<file path="config.mk">
export PLATFORM = sky130hd
export DESIGN_NAME = cv32e40s_rf_scrubber
export DESIGN_NICKNAME = d
export VERILOG_FILES = /design/src/rtl/cv32e40s_rf_scrubber.sv
export SDC_FILE = /design/constraint.sdc
export NUM_CORES = 1
export LEC_CHECK = 0
export CORE_ASPECT_RATIO = 0.7
export CORE_MARGIN = 2
export CORE_UTILIZATION = 30
export DETAILED_ROUTE_END_ITERATION = 10
export PLACE_DENSITY_LB_ADDON = 0.08
export SLEW_MARGIN = 20
export SYNTH_ARGS = -nofsm -noshare
export SYNTH_HDL_FRONTEND = slang
export SYNTH_SLANG_ARGS = --single-unit
</file>
<file path="constraint.sdc">
create_clock -name clk -period 2.5 [get_ports clk]
set_input_delay 0.375 -clock clk [delete_from_list [all_inputs] [get_ports clk]]
set_output_delay 0.375 -clock clk [all_outputs]
set_load 0.02 [all_outputs]
</file>
<file path="src/rtl/cv32e40s_rf_scrubber.sv">
// rtl/cv32e40s_rf_scrubber.sv - background ECC scrubber for the secure register file
// Walks x1..x(NUM_WORDS-1), writes back corrected words at lowest priority, reports errors.
module cv32e40s_rf_scrubber #(
    parameter int NUM_WORDS  = 32,
    parameter int ADDR_WIDTH = 5,
    parameter int WORD_WIDTH = 38,
    parameter int INTERVAL   = 1024
) (
    input  logic                  clk,
    input  logic                  rst_n,
    input  logic                  enable_i,
    input  logic                  core_we_i,
    input  logic [ADDR_WIDTH-1:0] core_waddr_i,
    output logic [ADDR_WIDTH-1:0] raddr_o,
    input  logic [WORD_WIDTH-1:0] dec_data_i,
    input  logic                  dec_err_single_i,
    input  logic                  dec_err_double_i,
    output logic                  we_o,
    output logic [ADDR_WIDTH-1:0] waddr_o,
    output logic [WORD_WIDTH-1:0] wdata_o,
    output logic                  err_corrected_o,
    output logic                  err_uncorrectable_o,
    output logic [ADDR_WIDTH-1:0] err_addr_o,
    output logic                  busy_o,
    output logic                  sweep_done_o
);

    localparam int TIMER_W = (INTERVAL > 1) ? $clog2(INTERVAL) : 1;
    localparam logic [TIMER_W-1:0]    TIMER_RELOAD = TIMER_W'(INTERVAL - 1);
    localparam logic [ADDR_WIDTH-1:0] PTR_FIRST    = ADDR_WIDTH'(1);
    localparam logic [ADDR_WIDTH-1:0] PTR_LAST     = ADDR_WIDTH'(NUM_WORDS - 1);

    typedef enum logic [1:0] {IDLE, READ, WRITE} state_e;

    state_e                  state_q, state_d;
    logic [TIMER_W-1:0]      timer_q, timer_d;
    logic [ADDR_WIDTH-1:0]   ptr_q, ptr_d;
    logic [ADDR_WIDTH-1:0]   waddr_q, waddr_d;
    logic [WORD_WIDTH-1:0]   wbuf_q, wbuf_d;
    logic [ADDR_WIDTH-1:0]   err_addr_q, err_addr_d;
    logic                    corr_q, corr_d;
    logic                    unc_q, unc_d;
    logic                    sweep_q, sweep_d;
    logic                    advance;
    logic                    core_hits_ptr;
    logic                    core_hits_waddr;

    assign core_hits_ptr   = core_we_i && (core_waddr_i == ptr_q);
    assign core_hits_waddr = core_we_i && (core_waddr_i == waddr_q);

    always_ff @(posedge clk or negedge rst_n) begin
        if (!rst_n) begin
            state_q    <= IDLE;
            timer_q    <= TIMER_RELOAD;
            ptr_q      <= PTR_FIRST;
            waddr_q    <= '0;
            wbuf_q     <= '0;
            err_addr_q <= '0;
            corr_q     <= 1'b0;
            unc_q      <= 1'b0;
            sweep_q    <= 1'b0;
        end else begin
            state_q    <= state_d;
            timer_q    <= timer_d;
            ptr_q      <= ptr_d;
            waddr_q    <= waddr_d;
            wbuf_q     <= wbuf_d;
            err_addr_q <= err_addr_d;
            corr_q     <= corr_d;
            unc_q      <= unc_d;
            sweep_q    <= sweep_d;
        end
    end

    always_comb begin
        state_d    = state_q;
        timer_d    = timer_q;
        ptr_d      = ptr_q;
        waddr_d    = waddr_q;
        wbuf_d     = wbuf_q;
        err_addr_d = err_addr_q;
        corr_d     = 1'b0;
        unc_d      = 1'b0;
        sweep_d    = 1'b0;
        advance    = 1'b0;
        unique case (state_q)
            IDLE: begin
                if (enable_i) begin
                    if (timer_q == '0) begin
                        state_d = READ;
                        timer_d = TIMER_RELOAD;
                    end else begin
                        timer_d = timer_q - TIMER_W'(1);
                    end
                end
            end
            READ: begin
                state_d = IDLE;
                timer_d = TIMER_RELOAD;
                // A core write to the word being read makes the decoder result stale.
                if (!enable_i) begin
                    advance = 1'b0;
                end else if (core_hits_ptr) begin
                    advance = 1'b1;
                end else if (dec_err_double_i) begin
                    unc_d      = 1'b1;
                    err_addr_d = ptr_q;
                    advance    = 1'b1;
                end else if (dec_err_single_i) begin
                    corr_d     = 1'b1;
                    err_addr_d = ptr_q;
                    waddr_d    = ptr_q;
                    wbuf_d     = dec_data_i;
                    state_d    = WRITE;
                end else begin
                    advance = 1'b1;
                end
            end
            WRITE: begin
                timer_d = TIMER_RELOAD;
                if (!enable_i) begin
                    state_d = IDLE;
                end else if (!core_we_i || core_hits_waddr) begin
                    state_d = IDLE;
                    advance = 1'b1;
                end
            end
            default: state_d = IDLE;
        endcase
        if (advance) begin
            ptr_d   = (ptr_q == PTR_LAST) ? PTR_FIRST : ptr_q + ADDR_WIDTH'(1);
            sweep_d = (ptr_q == PTR_LAST);
        end
    end

    always_comb begin
        we_o   = (state_q == WRITE) && !core_we_i && enable_i;
        busy_o = (state_q != IDLE);
    end

    assign raddr_o             = ptr_q;
    assign waddr_o             = waddr_q;
    assign wdata_o             = wbuf_q;
    assign err_corrected_o     = corr_q;
    assign err_uncorrectable_o = unc_q;
    assign err_addr_o          = err_addr_q;
    assign sweep_done_o        = sweep_q;

endmodule
</file>
* Word level (Yosys, flattened, before mapping)
Cells that the tools add are included.
** Word-level totals
- Output and inout bits :: 58
- Bits in read-only memories :: 0
- Memories kept :: 0
- RAM bits :: 0
- Latch bits :: 0
- Bits in registers :: 68
- Input port bits :: 49
- Logic and storage cells :: 69
** Cells by class
- $add $sub $neg :: 2
- Shifts and indexed selects :: 0
- Bitwise operators :: 2
- Reduce and logical (&&, ||, !) cells :: 16
- Equal/unequal tests :: 8
- Magnitude comparators :: 0
- Mux-type cells :: 32
- Div/mod/pow operators :: 0
- Multiply operators :: 0
** Operator list (number)
- two-way mux 10 bit :: 2
- one-hot mux 10 bit (2 select lines) :: 1
- two-way mux 1 bit :: 16
- two-way mux 2 bit :: 8
- two-way mux 5 bit :: 3
- == test 5 bit :: 2
- logical NOT 10 bit :: 1
- subtractor 10 x 1 -> 10 bit, second input constant :: 1
- one-hot mux 2 bit (3 select lines) :: 1
- nonzero test 2 bit :: 3
- adder 5 x 1 -> 5 bit, second input constant :: 1
- == test 5 bit, second input constant :: 1
- AND reduction 5 bit :: 1
- logical AND 1 bit :: 4
- != test 2 bit, second input constant :: 2
- AND reduction 4 bit :: 1
- != test 3 bit, second input constant :: 1
- AND reduction 3 bit :: 1
- == test 2 x 1 -> 1 bit, second input constant :: 1
- == test 2 bit, second input constant :: 1
- logical NOT 2 bit :: 1
- NOT 1 bit :: 2
- one-hot mux 1 bit (2 select lines) :: 1
- AND reduction 2 bit :: 1
- 3 further kinds :: 3

* Logic depth before layout (Yosys ltp)
- Depth in word-level cells :: 7
- Gate-level depth with buffers :: 8

* Least setup slack after synthesis
No wires, ideal clock.
- Path type :: reg-to-reg
- Start point :: reg ptr_q[2], in the netlist raddr_o[2]
- End point :: reg ptr_q[1], in the netlist raddr_o[1]
- Path buffers :: 2
- Arrival :: 1.785 ns
- Slack :: 0.590 ns
- Stages on the path, launching flop included :: 8
- Clock period less this slack :: 1.910 ns
- Data required time :: 2.375 ns
- Library setup time :: 0.125 ns
- Cell sequence :: dfrtp_1 buf_6 xor2_1 nor2_2 a31oi_1 or3_1 buf_6 mux2_4
** On the way
- Longest elaborated chain between the ends :: 5
- Elaborated cells between the ends (all ways) :: 7
** Ends and longest elaborated chain
- start: declaration :: line 37 : logic [ADDR_WIDTH-1:0] ptr_q, ptr_d;
- start signal: assignment :: line 65 : ptr_q <= ptr_d;
- == test 5 bit :: line 48 : assign core_hits_ptr = core_we_i && (core_waddr_i == ptr_q);
- logical AND 1 bit :: line 48
- two-way mux 1 bit :: line 103 : end else if (core_hits_ptr) begin
- two-way mux 1 bit :: line 101 : if (!enable_i) begin
- one-hot mux 1 bit (2 select lines) :: line 86 : unique case (state_q)
Parallel ways exist; a longest one is shown, timed or not.
A chain may end at the register's enable or synchronous reset.

* Worst setup path in the final report
- Start point :: reg state_q[0]
- End point :: out busy_o
** On the way
- Longest elaborated chain between the ends :: 1
** Ends and longest elaborated chain
- start: declaration :: line 35 : state_e state_q, state_d;
- start signal: assignment :: line 63 : state_q <= state_d;
- nonzero test 2 bit :: line 138 : busy_o = (state_q != IDLE);
- end: declaration :: line 24 : output logic busy_o,
Every way passes these cells.

==> summary.md <==
| Metric | Value |
|---|---|
| Outcome | `finished clean` |
| Synth Flop Type | `dfrtp_1` |
| Switching part of the total | `between 20% and 30%` |
| Final setup violation count | `0` |
| Starting Density | `31.0%` |
| Met3 usage | `7.29%` |
| CTS tree | `done` |
| MaxCap Viol Count | `0` |
| Post-synth EDFFs | `0` |
| Max-slew headroom | `between 50% and 60%` |
| Power share of the clock group | `about 44%` |
| Worst-Margin Slew | `a little over 0.6 ns` |
| Final-report hold violation count | `0` |
| Yosys warns | `0` |
| Initial DRC count | `110` |
| Hold-fix buffers, CTS | `0` |
| Total Wirelength | `~7.1 mm` |
| Mapped cell area | `around 0.003 mm^2` |
| Cell family with most CP delay | `buffers and inverters` |
| Worst-Skew Late Latency | `0.33 ns` |
| Synth area leaders | `dfrtp_1 47%, mux2_2 17%, dfstp_2 9.6%` |
| CTS Buf Count | `9` |
| CP Cell Sequence | `inv_1 -> ha_1 -> inv_1 -> clkdlybuf4s50_1` |
| Worst-case clock buffer depth | `2` |
| DRT Pass-1 Iters | `4` |
| R2R cell count | `6` |
| IR drop worst, VDD | `around 0.38 mV` |
| Max Freq | `between 400 and 500 MHz` |
| Vias in the first global route | `between 2,000 and 2,500` |
| Chip height | `around 88 um` |
| Sequential area share after synthesis | `56.7%` |
| I/O pin cnt | `roughly 110` |
| CP Buf/Inv Count | `3` |
| Leak pwr | `between 2 and 2.5 nW` |
| Crit Path Max Fanout | `7` |
| CP Data Required Time | `approximately 2.1 ns` |
| Slowest stage cell, crit path | `clkdlybuf4s50_1` |
| Avg Cell Area, Syn | `~13 um^2` |
| Row count | `30` |
| Sw Pwr | `0.731 mW` |
| Wire per inst | `between 10 and 15 um` |
| Post-synth top cells | `57 x dfrtp_1, 45 x mux2_2, 16 x nand2_1` |
| Flop pwr share | `between 40% and 50%` |
| Final nets | `397` |
| GPL Wtd Cong | `about 0.7` |
| Worst flop-to-flop path startpoint | `timer_q[0]` |
| Core Region | `0.00976 mm^2` |
| Biggest area consumer among synthesized cells | `dfrtp_1` |
| Cells after Synth | `227` |
| Die X | `about 120 um` |
| Post-synthesis async set-or-reset flop share | `100%` |
| Pwr Total | `between 3 and 4 mW` |
| Layout area overhead | `51.8%` |
| CP peak stage delay | `~0.63 ns` |
| Most frequent CP cell | `inv_1` |
| Via/cell ratio | `around 4.5` |
| Slew Limit Fails | `0` |
| Setup Skew | `between 0.005 and 0.006 ns` |
| Worst reg-to-reg setup slack | `just under 0.4 ns` |
| Count leader, synth | `dfrtp_1` |
| Worst Path Arrival | `between 1.5 and 2 ns` |
| Port Buffers | `106` |
| Pint | `2.33 mW` |
| Die Footprint | `around 0.011 mm^2` |
| HPWL Detailed | `between 4 and 5 mm` |
| Global route total overflow | `0` |
| PwrDens | `roughly 670 mW/mm^2` |
| Hold Path Class | `in -> async` |
| Largest net degree at the start of global routing | `between 60 and 70` |
| Root Buffer | `clkbuf_16` |
| Post-synth cell types | `42` |
| Clock period minus worst slack | `approximately 2.2 ns` |
| Setup crit start kind | `flop` |
| Post-route DRC | `0` |
| Antenna Cells | `0` |
| Antenna violations before repair | `0` |
| H-tree Lvls | `3` |
| GR met1 Demand/Resource | `approximately a fifth` |
| Setup TNS | `0 ns` |
| Worst setup path category | `reg -> out` |
| Worst R2R End | `timer_q[2]` |
| Yosys top cell area share | `approximately 47%` |
| Vias | `between 2,000 and 2,500` |
| RSZ-0062 raised after global routing | `false` |
| Met2 Usage GRT | `19.8%` |
| Post-CTS resize count | `0` |
| Post-route ant nets | `0` |
| Overall Global Routing Usage | `between 10% and 20%` |
| Clk pin slew, worst setup/hold paths | `roughly 0.060 ns` |
| Combinational share of power | `between 10 and 15%` |
| Register bit total from synthesis | `68` |
| Post-CTS setup buffer count | `0` |
| Clk sinks | `68` |
| Post-synth net total | `282` |
| Worst setup EP type | `output port` |
| Global-route wire length before repair | `11.4 mm` |
| Layout cell share with drive strength beyond 1 | `roughly a quarter` |
| GRT busiest layer | `met2` |
| Final worst-path cycle share | `88.8%` |
## power by group through the flow
stage / logic (mW) / clock network (mW) / registers (mW)
finish: 0.432 / 1.35 / 1.28
floorplan: 0.181 / 0 / 1.32
global placement: 0.425 / 0 / 1.30
detailed placement: 0.434 / 0 / 1.30
CTS: 0.437 / 1.39 / 1.28
global route: 0.478 / 1.45 / 1.29
## cell usage in the layout, fill, tap and decap left out, drive strengths merged, types with 2 or more instances in the layout
| master | synthesis | layout |
|---|---|---|
| ha | 6 | 6 |
| dfrtp | 57 | 57 |
| a31oi | 4 | 4 |
| mux2 | 52 | 52 |
| nand2 | 16 | 16 |
| nor2b | 3 | 3 |
| nand2b | 2 | 2 |
| bufinv | 0 | 2 |
| buf | 7 | 7 |
| clkinv | 0 | 3 |
| clkbuf | 1 | 11 |
| nor4 | 2 | 2 |
| inv | 8 | 8 |
| nor3 | 3 | 3 |
| o21ai | 2 | 2 |
| xnor2 | 7 | 7 |
| xor2 | 10 | 10 |
| nand3 | 5 | 5 |
| o41ai | 4 | 4 |
| dfstp | 11 | 11 |
| nor2 | 11 | 11 |
| clkdlybuf4s50 | 0 | 105 |
## layer usage
layer	share of wire, %	up-vias
li1	-	1025
met4	1.1	0
met1	46	1025
met3	8.6	6
met5	0	-
met2	44	62
## state kept, by name, indices dropped and copies added, names as in the netlist
signal / cells
state_q: 2
err_corrected_o: 1
raddr_o: 5
err_uncorrectable_o: 1
err_addr_o: 5
sweep_done_o: 1
wdata_o: 38
timer_q: 10
waddr_o: 5
## cells by family (layout without fill, tap and decap cells)
| group | count (synthesis) | after routing | synth area share (%) |
|---|---|---|---|
| AOI/OAI and AO/OA | 17 | 17 | 4.30 |
| xor gates and xnor gates | 17 | 17 | 4.92 |
| adders and majority gates | 6 | 6 | 2.48 |
| buffers and inverters | 16 | 136 | 2.69 |
| DFF | 68 | 68 | 56.7 |
| muxes | 52 | 52 | 19.7 |
| and+or+nand+nor | 51 | 51 | 9.14 |
## worst max path at each step
| stage | to | slack [ns] | depth (start not counted) | from |
|---|---|---|---|---|
| after floorplan | raddr_o[1] | 0.59 | 7 | raddr_o[2] |
| after global placement | raddr_o[4] | 0.15 | 6 | core_waddr_i[4] |
| after detailed placement | raddr_o[4] | 0.17 | 6 | core_waddr_i[3] |
| after CTS | busy_o | 0.25 | 4 | state_q[0] |
| after global routing | busy_o | 0.14 | 4 | state_q[0] |
| final | busy_o | 0.28 | 4 | state_q[0] |
## cell type report
| cell class | count | area, um^2 |
|---|---|---|
| flip-flops and latches | 68 | 1720 |
| inverters | 8 | 30.0 |
| clock buffers | 11 | 243 |
| multi-input cells | 143 | 1230 |
| clock inverters | 5 | 75.1 |
| repair buffers | 112 | 1140 |
| fillers | 897 | 5170 |
| well taps | 128 | 160 |
## stage by stage
step / utilization, % / instance area [um^2] / setup WS (ns) / cells / hold slack [ns]
after floorplan: - / 3020 / 0.590 / 227 / 0.0794
after global placement: 43.8 / 4270 / 0.151 / 459 / 0.437
after detailed placement: 43.8 / 4270 / 0.171 / 459 / 0.430
after CTS: 47.0 / 4590 / 0.253 / 475 / 0.0732
after global routing: 47.0 / 4590 / 0.137 / 475 / 0.0907
final: 47.0 / 4590 / 0.280 / 475 / 0.0562
Note: power is estimated with default switching activity, not from simulation.
